**config.mk**
```make
export PLATFORM = sky130hd
export DESIGN_NAME = alu_mc
export DESIGN_NICKNAME = d
export VERILOG_FILES = /design/src/rtl/alu_mc.sv
export SDC_FILE = /design/constraint.sdc
export NUM_CORES = 1
export LEC_CHECK = 0
export BUFFER_PORTS_ARGS = -buffer_cell sky130_fd_sc_hd__clkbuf_2
export CORE_UTILIZATION = 60
export CTS_CLUSTER_DIAMETER = 50
export CTS_CLUSTER_SIZE = 28
export DETAILED_ROUTE_END_ITERATION = 8
export PLACE_DENSITY = 0.84
export SYNTH_ARGS = -nofsm -noshare
export SYNTH_HDL_FRONTEND = slang
export SYNTH_SLANG_ARGS = --single-unit
```
**constraint.sdc**
```tcl
create_clock -name clk -period 18.3 [get_ports clk]
set_input_delay 3.66 -clock clk [delete_from_list [all_inputs] [get_ports clk]]
set_output_delay 3.66 -clock clk [all_outputs]
set_load 0.05 [all_outputs]
```
**src/rtl/alu_mc.sv**
```systemverilog
// Multi-cycle ALU: single-cycle ADD/SUB/logic ops plus an iterative unsigned multiplier
// (MUL low half, MULH high half), with valid/ready handshakes on both sides.
module alu_mc #(
    parameter int unsigned WIDTH   = 32,
    parameter int unsigned MUL_BPC = 2
) (
    input  logic             clk,
    input  logic             reset_n,
    input  logic             in_valid,
    output logic             in_ready,
    input  logic [WIDTH-1:0] a,
    input  logic [WIDTH-1:0] b,
    input  logic [2:0]       alu_control,
    output logic             out_valid,
    input  logic             out_ready,
    output logic [WIDTH-1:0] result,
    output logic [3:0]       alu_flags,
    output logic             busy
);

    localparam int unsigned STEPS = WIDTH / MUL_BPC;
    localparam int unsigned CW    = (STEPS > 1) ? $clog2(STEPS) : 1;

    localparam logic [1:0] S_IDLE = 2'd0;
    localparam logic [1:0] S_MUL  = 2'd1;
    localparam logic [1:0] S_DONE = 2'd2;

    localparam logic [2:0] OP_ADD  = 3'b000;
    localparam logic [2:0] OP_SUB  = 3'b001;
    localparam logic [2:0] OP_AND  = 3'b010;
    localparam logic [2:0] OP_ORR  = 3'b011;
    localparam logic [2:0] OP_BPS  = 3'b100;

    logic [1:0]         r_state, w_state_nxt;
    logic [2*WIDTH-1:0] r_mcand, w_mcand_nxt;
    logic [WIDTH-1:0]   r_mplier, w_mplier_nxt;
    logic [2*WIDTH-1:0] r_acc, w_acc_nxt;
    logic [CW-1:0]      r_cnt, w_cnt_nxt;
    logic               r_mulh, w_mulh_nxt;
    logic [WIDTH-1:0]   r_result, w_result_nxt;
    logic [3:0]         r_flags, w_flags_nxt;

    logic               w_accept;
    logic               w_is_mul;
    logic               w_is_addsub;
    logic [WIDTH-1:0]   w_b_eff;
    logic [WIDTH:0]     w_sum;
    logic               w_carry;
    logic               w_ovf;
    logic [WIDTH-1:0]   w_alu_res;
    logic [3:0]         w_alu_flags;
    logic [2*WIDTH-1:0] w_pp;
    logic [2*WIDTH-1:0] w_acc_step;
    logic               w_last;
    logic [WIDTH-1:0]   w_mul_res;

    assign in_ready  = (r_state == S_IDLE) | ((r_state == S_DONE) & out_ready);
    assign out_valid = (r_state == S_DONE);
    assign busy      = (r_state == S_MUL);
    assign result    = r_result;
    assign alu_flags = r_flags;

    assign w_accept    = in_valid & in_ready;
    assign w_is_mul    = (alu_control[2:1] == 2'b11);
    assign w_is_addsub = (alu_control[2:1] == 2'b00);

    // SUB is a + ~b + 1, so carry-out of 1 means no borrow.
    assign w_b_eff = alu_control[0] ? ~b : b;
    assign w_sum   = {1'b0, a} + {1'b0, w_b_eff} + {{WIDTH{1'b0}}, alu_control[0]};
    assign w_carry = w_is_addsub & w_sum[WIDTH];
    assign w_ovf   = w_is_addsub & ~(a[WIDTH-1] ^ w_b_eff[WIDTH-1])
                                 & (a[WIDTH-1] ^ w_sum[WIDTH-1]);

    always_comb begin
        w_alu_res = '0;
        case (alu_control)
            OP_ADD,
            OP_SUB:  w_alu_res = w_sum[WIDTH-1:0];
            OP_AND:  w_alu_res = a & b;
            OP_ORR:  w_alu_res = a | b;
            OP_BPS:  w_alu_res = b;
            default: w_alu_res = '0;
        endcase
    end

    assign w_alu_flags = {w_alu_res[WIDTH-1], (w_alu_res == '0), w_carry, w_ovf};

    // One shift-add step: add the multiplicand for each set bit of the low MUL_BPC
    // multiplier bits; the multiplicand is pre-shifted so the step count needs no decode.
    always_comb begin
        w_pp = '0;
        for (int unsigned j = 0; j < MUL_BPC; j++) begin
            if (r_mplier[j]) begin
                w_pp = w_pp + (r_mcand << j);
            end
        end
    end

    assign w_acc_step = r_acc + w_pp;
    assign w_last     = (r_cnt == CW'(STEPS - 1));
    assign w_mul_res  = r_mulh ? w_acc_step[2*WIDTH-1:WIDTH] : w_acc_step[WIDTH-1:0];

    always_comb begin
        w_state_nxt  = r_state;
        w_mcand_nxt  = r_mcand;
        w_mplier_nxt = r_mplier;
        w_acc_nxt    = r_acc;
        w_cnt_nxt    = r_cnt;
        w_mulh_nxt   = r_mulh;
        w_result_nxt = r_result;
        w_flags_nxt  = r_flags;

        case (r_state)
            S_IDLE, S_DONE: begin
                if (w_accept) begin
                    if (w_is_mul) begin
                        w_state_nxt  = S_MUL;
                        w_mcand_nxt  = {{WIDTH{1'b0}}, a};
                        w_mplier_nxt = b;
                        w_acc_nxt    = '0;
                        w_cnt_nxt    = '0;
                        w_mulh_nxt   = ~alu_control[0];
                    end else begin
                        w_state_nxt  = S_DONE;
                        w_result_nxt = w_alu_res;
                        w_flags_nxt  = w_alu_flags;
                    end
                end else if ((r_state == S_DONE) && out_ready) begin
                    w_state_nxt = S_IDLE;
                end
            end
            S_MUL: begin
                w_acc_nxt    = w_acc_step;
                w_mcand_nxt  = r_mcand << MUL_BPC;
                w_mplier_nxt = r_mplier >> MUL_BPC;
                w_cnt_nxt    = r_cnt + CW'(1);
                if (w_last) begin
                    w_state_nxt  = S_DONE;
                    w_result_nxt = w_mul_res;
                    w_flags_nxt  = {w_mul_res[WIDTH-1], (w_mul_res == '0), 2'b00};
                end
            end
            default: w_state_nxt = S_IDLE;
        endcase
    end

    always_ff @(posedge clk or negedge reset_n) begin
        if (!reset_n) begin
            r_state  <= S_IDLE;
            r_mcand  <= '0;
            r_mplier <= '0;
            r_acc    <= '0;
            r_cnt    <= '0;
            r_mulh   <= 1'b0;
            r_result <= '0;
            r_flags  <= '0;
        end else begin
            r_state  <= w_state_nxt;
            r_mcand  <= w_mcand_nxt;
            r_mplier <= w_mplier_nxt;
            r_acc    <= w_acc_nxt;
            r_cnt    <= w_cnt_nxt;
            r_mulh   <= w_mulh_nxt;
            r_result <= w_result_nxt;
            r_flags  <= w_flags_nxt;
        end
    end

endmodule

```
; ---- Yosys cells after proc, flatten, opt, wreduce, memory -nomap -nowiden
; Cells that the tools add are included.
[totals]
ff_bits = 203
inputBits = 71
output_inout_bits = 39
[op_classes]
addsub = 5
eq_ne = 13
n_mux = 30
bitwise_logic = 13
n_reduce_logical = 13
[op_table]
columns = op, n
row1 = $mux W64, 6
row2 = $pmux W64 S2, 2
row3 = $mux W32, 7
row4 = $add A64 B64 Y64, 2
row5 = $pmux W32 S2, 2
row6 = $pmux W32 S4, 1
row7 = $logic_not A32 Y1, 2
row8 = $add A32 B32 Y33, 1
row9 = $add A33 B1 Y33, 1
row10 = $and A32 B32 Y32, 1
row11 = $not A32 Y32, 1
row12 = $or A32 B32 Y32, 1
row13 = $mux W4, 5
row14 = $pmux W4 S2, 2
row15 = $mux W2, 4
row16 = $eq A3 B2 Y1 const B, 2
row17 = $ne A2 B2 Y1 const B, 3
row18 = $reduce_and A3 Y1, 2
row19 = $and A1 B1 Y1, 5
row20 = $add A4 B1 Y4 const B, 1
row21 = $eq A2 B2 Y1 const B, 2
row22 = $eq A4 B4 Y1 const B, 1
row23 = $logic_not A2 Y1, 2
row24 = $pmux W2 S2, 1
row25 = 14 further kinds, 17

; ---- Depth between registers and ports, before layout
; Gate-level depths: netlist (run 1).
[logic_depth]
ltp_word = 9
depth_mapped = 40
depth_no_buf = 30

; ---- Worst setup path after synthesis (run 1)
; OpenSTA, ideal clock, no wires.
[synth_timing]
path_kind = in2reg
from = in alu_control[0]
to = reg r_flags[2] (netlist: alu_flags[2])
arrival_time_ns = 8.330
slack_ns = 9.894
stages = 19
path_cell_list = clkbuf_1 clkbuf_1 buf_1 clkbuf_1 clkbuf_1 xor2_1 ha_1 a21oi_1 o221a_2 a21boi_0 a41o_1 xnor2_1 o21ai_0 or4_1 nor4_1 nand4_1 nor4_1 a41oi_1 o21ai_1
[synth_between]
elab_chain_len = 8
[synth_lines]
columns = item, line
row1 = "start, declared", 13  ; input logic [2:0] alu_control,
row2 = $mux W32, 68  ; assign w_b_eff = alu_control[0] ? ~b : b;
row3 = $add A32 B32 Y33, 69  ; assign w_sum = {1'b0, a} + {1'b0, w_b_eff} + {{WIDTH{1'b0}}, alu_control[0]};
row4 = $add A33 B1 Y33, 69
row5 = $pmux W32 S4 (*), 76  ; case (alu_control)
row6 = $logic_not A32 Y1 (*), 86  ; assign w_alu_flags = {w_alu_res[WIDTH-1], (w_alu_res == '0), w_carry, w_ovf};
row7 = $mux W4 (*), 116  ; if (w_is_mul) begin
row8 = $mux W4 (*), 115  ; if (w_accept) begin
row9 = $pmux W4 S2 (*), 113  ; case (r_state)
row10 = "end signal, assigned", 165  ; r_flags <= w_flags_nxt;
row11 = "end, declared", 41  ; logic [3:0] r_flags, w_flags_nxt;
; Mark *: on every way between the ends. The rest lies on a longest branch, timed or not. The select of a mux whose other input is x is not followed.
; A chain may end at the register's enable or synchronous reset.

; ---- Worst setup path after layout (run 1)
[layout_timing]
from = in out_ready
to = out in_ready
[layout_between]
elab_chain_len = 2
[layout_lines]
columns = item, line
row1 = "start, declared", 15  ; input logic out_ready,
row2 = $and A1 B1 Y1, 57  ; assign in_ready = (r_state == S_IDLE) | ((r_state == S_DONE) & out_ready);
row3 = $or A1 B1 Y1, 57
row4 = "end, declared", 10  ; output logic in_ready,
; No other way between the ends.

==> reports/metrics.yaml, run 1 <==
outcome: "finished clean"
portBuffers: 109
timing.setup.tns_ns: 0
whs_path_depth: 2
antenna_left: 0
final-hold-violation-count: 0
hp-class: "register to register"
cts_resized: 0
finalClockSkew_ns: 0.0270
num-nets-final: 3086
vias: 23000
cts_buffers: 34
grt_antenna_before_repair: 1
clk_path_buf_depth: 3
synth-edff-count: 0
layout_commonest_cell: "nand2_1"
hold_buffers: 0
cts.sink_count: 202
die_h_um: 191
vias_per_cell: 6.83
netlist_area_um2: 21400
path_cells: "clkbuf_2, nor2b_1, nor2_1, clkbuf_2"
io_pins: 110
rr_worst_depth: 25
root_buffer: "clkbuf_16"
grt_pass1_wl_mm: 116
dp_hpwl_mm: 54.9
path_class: "primary input to output pin"
track_usage_pct: 40.2
grt_max_degree: 117
cts_tree: "done"
crit_top_cell: "clkbuf_2"
critical-path-slowest-cell: "clkbuf_2"
drt-total-wl_mm: 74.1
grt_pass1_vias: 21500
drv_cap: 0
drv_slew: 0
synth_cell_types: 96
max_stage_delay_ns: 0.32
row_count: 68
fin_crit_sh_pct: 43.7
tightestPinTransition_ns: 1.17
post-cts-setup-buffers: 0
async_flop_share_pct: 100
die_width_um: 191
gp_congestion: 1.08
synth_nets: 3115
layout_min_cycle_time_ns: 7.99
max_slew_margin_pct: 22.3
ys_ff_latch: 202
endpoint_kind: "output pin"
dieArea_um2: 36400
area_growth_pct: 8.36
synth_sequential_area_ratio_pct: 23.6
avgSynthCellArea_um2: 7.37
dr.first_iter.drc_count: 2634
synth_top_area_share_pct: 23.6
critPathRequiredTime_ns: 14.64
yosysTopAreaCell: "dfrtp_1"
finalSetupViolations: 0
wire_per_inst_um: 22.1
max_freq_ghz: 0.125
synth-main-ff-cell: "dfrtp_1"
final_layout_size_suffix_gt1_share_pct: 9.41
drt_first_pass_iters: 8
cp-start-kind: "primary input"
core_area_um2: 34800
clk_pin_slew_ns: 0.06
synth_cells: 2905
grt_overflow_total: 0
clkLatencyLatePin_ns: 0.57
initial_utilization_pct: 61.5
critical_path.max_fanout: 3
ys_top_cells_by_area: "dfrtp_1 (24%), nand2_1 (8.1%), ha_1 (7.9%)"
yosys_warnings: 0
drcViolationCount: 0
mostFrequentLayoutCells: "nand2_1 (464), o21ai_0 (249), nor2_1 (218), a21oi_1 (212), dfrtp_1 (200)"
rsz0062_at_grt: "no"
h-tree-depth: 2
cp.arrival_ns: 4.33
## through the flow
step / setup WS (ns) / std cells / hold WS [ns] / util, % / area, um2
floorplan: 9.89 / 2905 / 0.456 / - / 21400
global placement: 10.33 / 3295 / 0.465 / 63.1 / 22000
detailed placement: 10.08 / 3295 / 0.473 / 63.1 / 22000
CTS: 10.34 / 3357 / 0.493 / 66.6 / 23200
global route: 10.09 / 3357 / 0.517 / 66.6 / 23200
finish: 10.31 / 3359 / 0.491 / 66.7 / 23200
## critical path, delay by kind of cell
family | cells | cell delay [ns]
buf+inv | 2 | 0.41
simple gates | 2 | 0.26
## sequential cells by signal, summed over array words and instances, names as in the netlist
signal,flops
r_state,2
result,32
r_mulh,1
alu_flags,3
r_mcand,64
r_mplier,32
r_cnt,4
r_acc,64
## path summary, 6_finish.rpt
kind / from / endpoint / slack, ns
worst min register to register: r_acc[9]$_DFFE_PN0P_ / r_acc[9]$_DFFE_PN0P_ / 0.49
min in group asynchronous: reset_n / r_mcand[57]$_DFFE_PN0P_ / 3.12
worst min-delay path: r_acc[9]$_DFFE_PN0P_ / r_acc[9]$_DFFE_PN0P_ / 0.49
worst max-delay path: out_ready / in_ready / 10.31
worst max register to register: r_mplier[0]$_DFFE_PN0P_ / alu_flags[2]$_DFFE_PN0P_ / 10.58
max in group asynchronous: reset_n / r_mcand[20]$_DFFE_PN0P_ / 13.00
## metal layers
layer	wire length (um)	up-vias	part of all wire (%)	track usage (%)
met2	33000	1292	45	62.7
met3	7060	290	9.5	6.81
met4	5020	0	6.8	25.5
met1	29000	10900	39	51.4
met5	0	-	0	0
li1	-	10500	-	-
## synth_stat cells, drive strengths merged (62+ instances only)
cell	n
nand2	464
o21ai	259
nor2	219
a21oi	215
dfrtp	202
clkbuf	172
ha	136
xor2	110
nand3	95
a31oi	93
xnor2	79
inv	62
## final cells by class
type	count	area [um2]
fillers	2957	11600
clock buffers	35	865
inverters	62	233
multi-input cells	2443	15400
repair buffers	133	734
diodes	2	5.00
flip-flops and latches	202	5060
clock inverters	27	358
well taps	455	569
## logic make-up after synthesis
kind of cell | count (synthesis) | share of synthesized area, %
AND/OR/NAND/NOR | 1109 | 24.2
AO/OA/AOI/OAI | 930 | 27.8
buffers and inverters | 260 | 4.67
flip-flops | 202 | 23.6
XOR/XNOR | 189 | 7.73
adder cells (fa/ha/maj) | 169 | 9.63
multiplexers | 46 | 2.30
Power of run 1 is not shown: default switching activity piles up to over one toggle a cycle in this logic, so the estimate is an artifact.
==> inputs of run 2 (changes only) <==
- ABC_AREA: default -> 1
- clock period: 18.3 -> 7.8 ns (I/O delays scaled with it)
==> reports/metrics.yaml, run 2 <==
grt_pass1_wl_mm: 136  # +17%
finalClockSkew_ns: 0.0405  # +0.0135 ns
drt-total-wl_mm: 89.3  # +21%
grt_pass1_vias: 23900  # +11%
area_growth_pct: 9.32
cts.sink_count: 202  # unchanged
synth_nets: 3878  # +24%
vias: 25900  # +13%
min_to: "r_acc[53]$_DFFE_PN0P_"
clk_pin_slew_ns: 0.06  # about the same
critical_path.max_fanout: 53  # +50
grt_antenna_before_repair: 2  # +1
drcViolationCount: 0  # unchanged
die_h_um: 196  # +2.6%
synth_adder_area_share_pct: 7.81  # -1.8 points
rr_worst_depth: 30  # +20%
cts_buffers: 35  # +2.9%
num-nets-final: 3940  # +28%
gp_congestion: 1.06  # -1.9%
io_pins: 110  # unchanged
wire_per_inst_um: 21.1  # -4.2%
die_width_um: 196  # +2.6%
cp-start-kind: "register"
synth-simple-area-share_pct: 32.3  # +8.1 points
crit_top_cell: "nand3_1"
synth_cell_types: 61  # -36%
synth-edff-count: 0  # unchanged
leakage_nw: 12.7
synth_cells: 3668  # +26%
max_freq_ghz: 0.147
powerDensity_nw_per_um2: 500
rsz0062_at_grt: "no"
yosys_warnings: 0  # unchanged
cp.arrival_ns: 7.31  # +2.98 ns
critPathRequiredTime_ns: 8.31  # -6.33 ns
final_layout_size_suffix_gt1_share_pct: 8.57  # -0.83 points
clk_path_buf_depth: 3  # unchanged
hp-class: "register to register"
initial_utilization_pct: 61.3  # -0.23 points
max_stage_delay_ns: 0.78  # +0.46 ns
ys_top_cells_by_count: "nand2_1 (1,042), inv_1 (541), nor2_1 (320)"
post-cts-setup-buffers: 0  # unchanged
reg2reg_from: "r_mplier[0]$_DFFE_PN0P_"
root_buffer: "clkbuf_16"
max_slew_margin_pct: 28.6  # +6.2 points
finalSetupViolations: 0  # unchanged
clkLatencyLatePin_ns: 0.59  # +0.02 ns
yosysTopAreaCell: "dfrtp_1"
netlist_area_um2: 22500  # +5.3%
synth-main-ff-cell: "dfrtp_1"
grt_overflow_total: 0  # unchanged
ys_ff_latch: 202  # unchanged
ir_drop_uv: 314
ys_top_cells_by_area: "dfrtp_1 (22%), nand2_1 (17%), inv_1 (9.0%)"
row_count: 70  # +2.9%
cts_tree: "done"
finalInstanceArea_um2: 24600  # +6.3%
hold_buffers: 0  # unchanged
mostFrequentLayoutCells: "nand2_1 (1,041), inv_1 (539), nor2_1 (319), o21ai_0 (270), nand3_1 (213)"
r2r_setup_slack_ns: 1.0  # -9.58 ns
tightestPinTransition_ns: 1.06  # -0.105 ns
grt_max_degree: 111  # -5.1%
layout_commonest_cell: "nand2_1"
synth-compound-area-share_pct: 21.9  # -5.9 points
timing.setup.tns_ns: 0  # unchanged
h-tree-depth: 2  # unchanged
endpoint_kind: "register"
path_class: "register to register"
whs_path_depth: 1  # -1
vias_per_cell: 6.14  # -10%
track_usage_pct: 46.4  # +6.2 points
fin_crit_sh_pct: 87.2
synth_xor_area_share_pct: 4.22  # -3.5 points
core_area_um2: 36800  # +5.7%
hold_path_startpoint: "r_acc[53]$_DFFE_PN0P_"
final-hold-violation-count: 0  # unchanged
drv_cap: 0  # unchanged
final_util_pct: 67.0  # +0.34 points
outcome: "finished clean"
critical-path-slowest-cell: "dfrtp_2"
yosysMostFrequentCell: "nand2_1"
dieArea_um2: 38400  # +5.3%
cts_resized: 0  # unchanged
synthMuxAreaShare_pct: 0  # -2.3 points
async_flop_share_pct: 100  # unchanged
layout_min_cycle_time_ns: 6.80
synth_sequential_area_ratio_pct: 22.4  # -1.2 points
synth_top_area_share_pct: 22.4  # -1.2 points
placed_area_um2: 23400  # +6.5%
r2r-end: "alu_flags[2]$_DFFE_PN0P_"
drt_first_pass_iters: 6  # -2
dp_hpwl_mm: 70.6  # +28%
avgSynthCellArea_um2: 6.15  # -17%
dr.first_iter.drc_count: 3110  # +18%
synth_top_family_by_area: "simple AND/OR/NAND/NOR gates"
antenna_left: 0  # unchanged
reg_top3: "r_acc x64, r_mcand x64"
portBuffers: 109  # unchanged
drv_slew: 0  # unchanged
total_power_mw: 12.3
## run 2: cell types whose count changed in the layout (fill, tap and decap cells not counted), moves of 31 or more
cell      delta
nor2_1     +101
xnor2_1     -54
inv_1      +478
nand2_2     +41
a31oi_1     -59
nand3_1    +119
a32o_1      +39
a22o_1      -31
and2_1      -45
o211ai_1    +52
nand2_1    +577
## run 2: worst max-delay path: cells and delay by family (launching register included)
kind,cells,cell delay [ns]
AOI/OAI and AO/OA,5,1.75
xor gates and xnor gates,1,0.06
and+or+nand+nor,19,2.82
buffers and inverters,4,0.92
DFF,1,0.78
adders and majority gates,1,0.33
## run 2: power by group
group | switching, mW | leakage, nW | internal, mW | total, mW
sequential | 0.490 | 2.58 | 1.52 | 2.01
clock | 0.693 | 0.606 | 0.995 | 1.69
combinational | 6.21 | 9.52 | 2.42 | 8.63
total | 7.39 | 12.7 | 4.93 | 12.3
## run 2: how the worst max path moves through the flow
stage	to	slack, ns	start	cells after the start
after floorplan	alu_flags[2]$_DFFE_PN0P_	3.00	r_mplier[0]$_DFFE_PN0P_	39
after global placement	alu_flags[2]$_DFFE_PN0P_	1.32	r_mplier[0]$_DFFE_PN0P_	30
after detailed placement	alu_flags[2]$_DFFE_PN0P_	1.31	r_mplier[0]$_DFFE_PN0P_	30
after CTS	alu_flags[2]$_DFFE_PN0P_	1.27	r_mplier[0]$_DFFE_PN0P_	30
after global routing	alu_flags[2]$_DFFE_PN0P_	0.57	r_mplier[0]$_DFFE_PN0P_	30
final	alu_flags[2]$_DFFE_PN0P_	1.0	r_mplier[0]$_DFFE_PN0P_	30
## run 2: per-layer routing
metal	wire (um)	GRT usage (%)	vias up
li1	-	-	12200
met1	36000	62.4	11800
met2	36200	67.5	1609
met3	12000	13.5	278
met4	5140	23.4	2
met5	10	0	-
## run 2: cell type report
cell class | count | area [um2]
repair buffers | 127 | 691
flip-flops and latches | 202 | 5060
diodes | 3 | 7.51
well taps | 468 | 586
clock buffers | 39 | 921
inverters | 562 | 2110
clock inverters | 24 | 317
fillers | 3533 | 12100
multi-input cells | 2802 | 15000
## run 2: metrics by stage
stage                     worst slack (ns)  std cells  hold slack (ns)
after CTS                             1.27       4224            0.495
after global routing                 0.565       4224            0.516
final                                0.998       4227            0.498
after detailed placement              1.31       4161            0.474
after floorplan                       3.00       3668            0.453
after global placement                1.32       4161            0.469
## run 2: kinds of logic (layout without fill, tap and decap cells)
| group | after synthesis | count (layout) |
|---|---|---|
| simple gates | 1744 | 1744 |
| buf+inv | 664 | 752 |
| flops | 202 | 202 |
| other cells | 0 | 3 |
| compound gates | 812 | 812 |
| xor+xnor | 107 | 107 |
| fa+ha+maj | 139 | 139 |
Power figures use the tool's default switching activity.
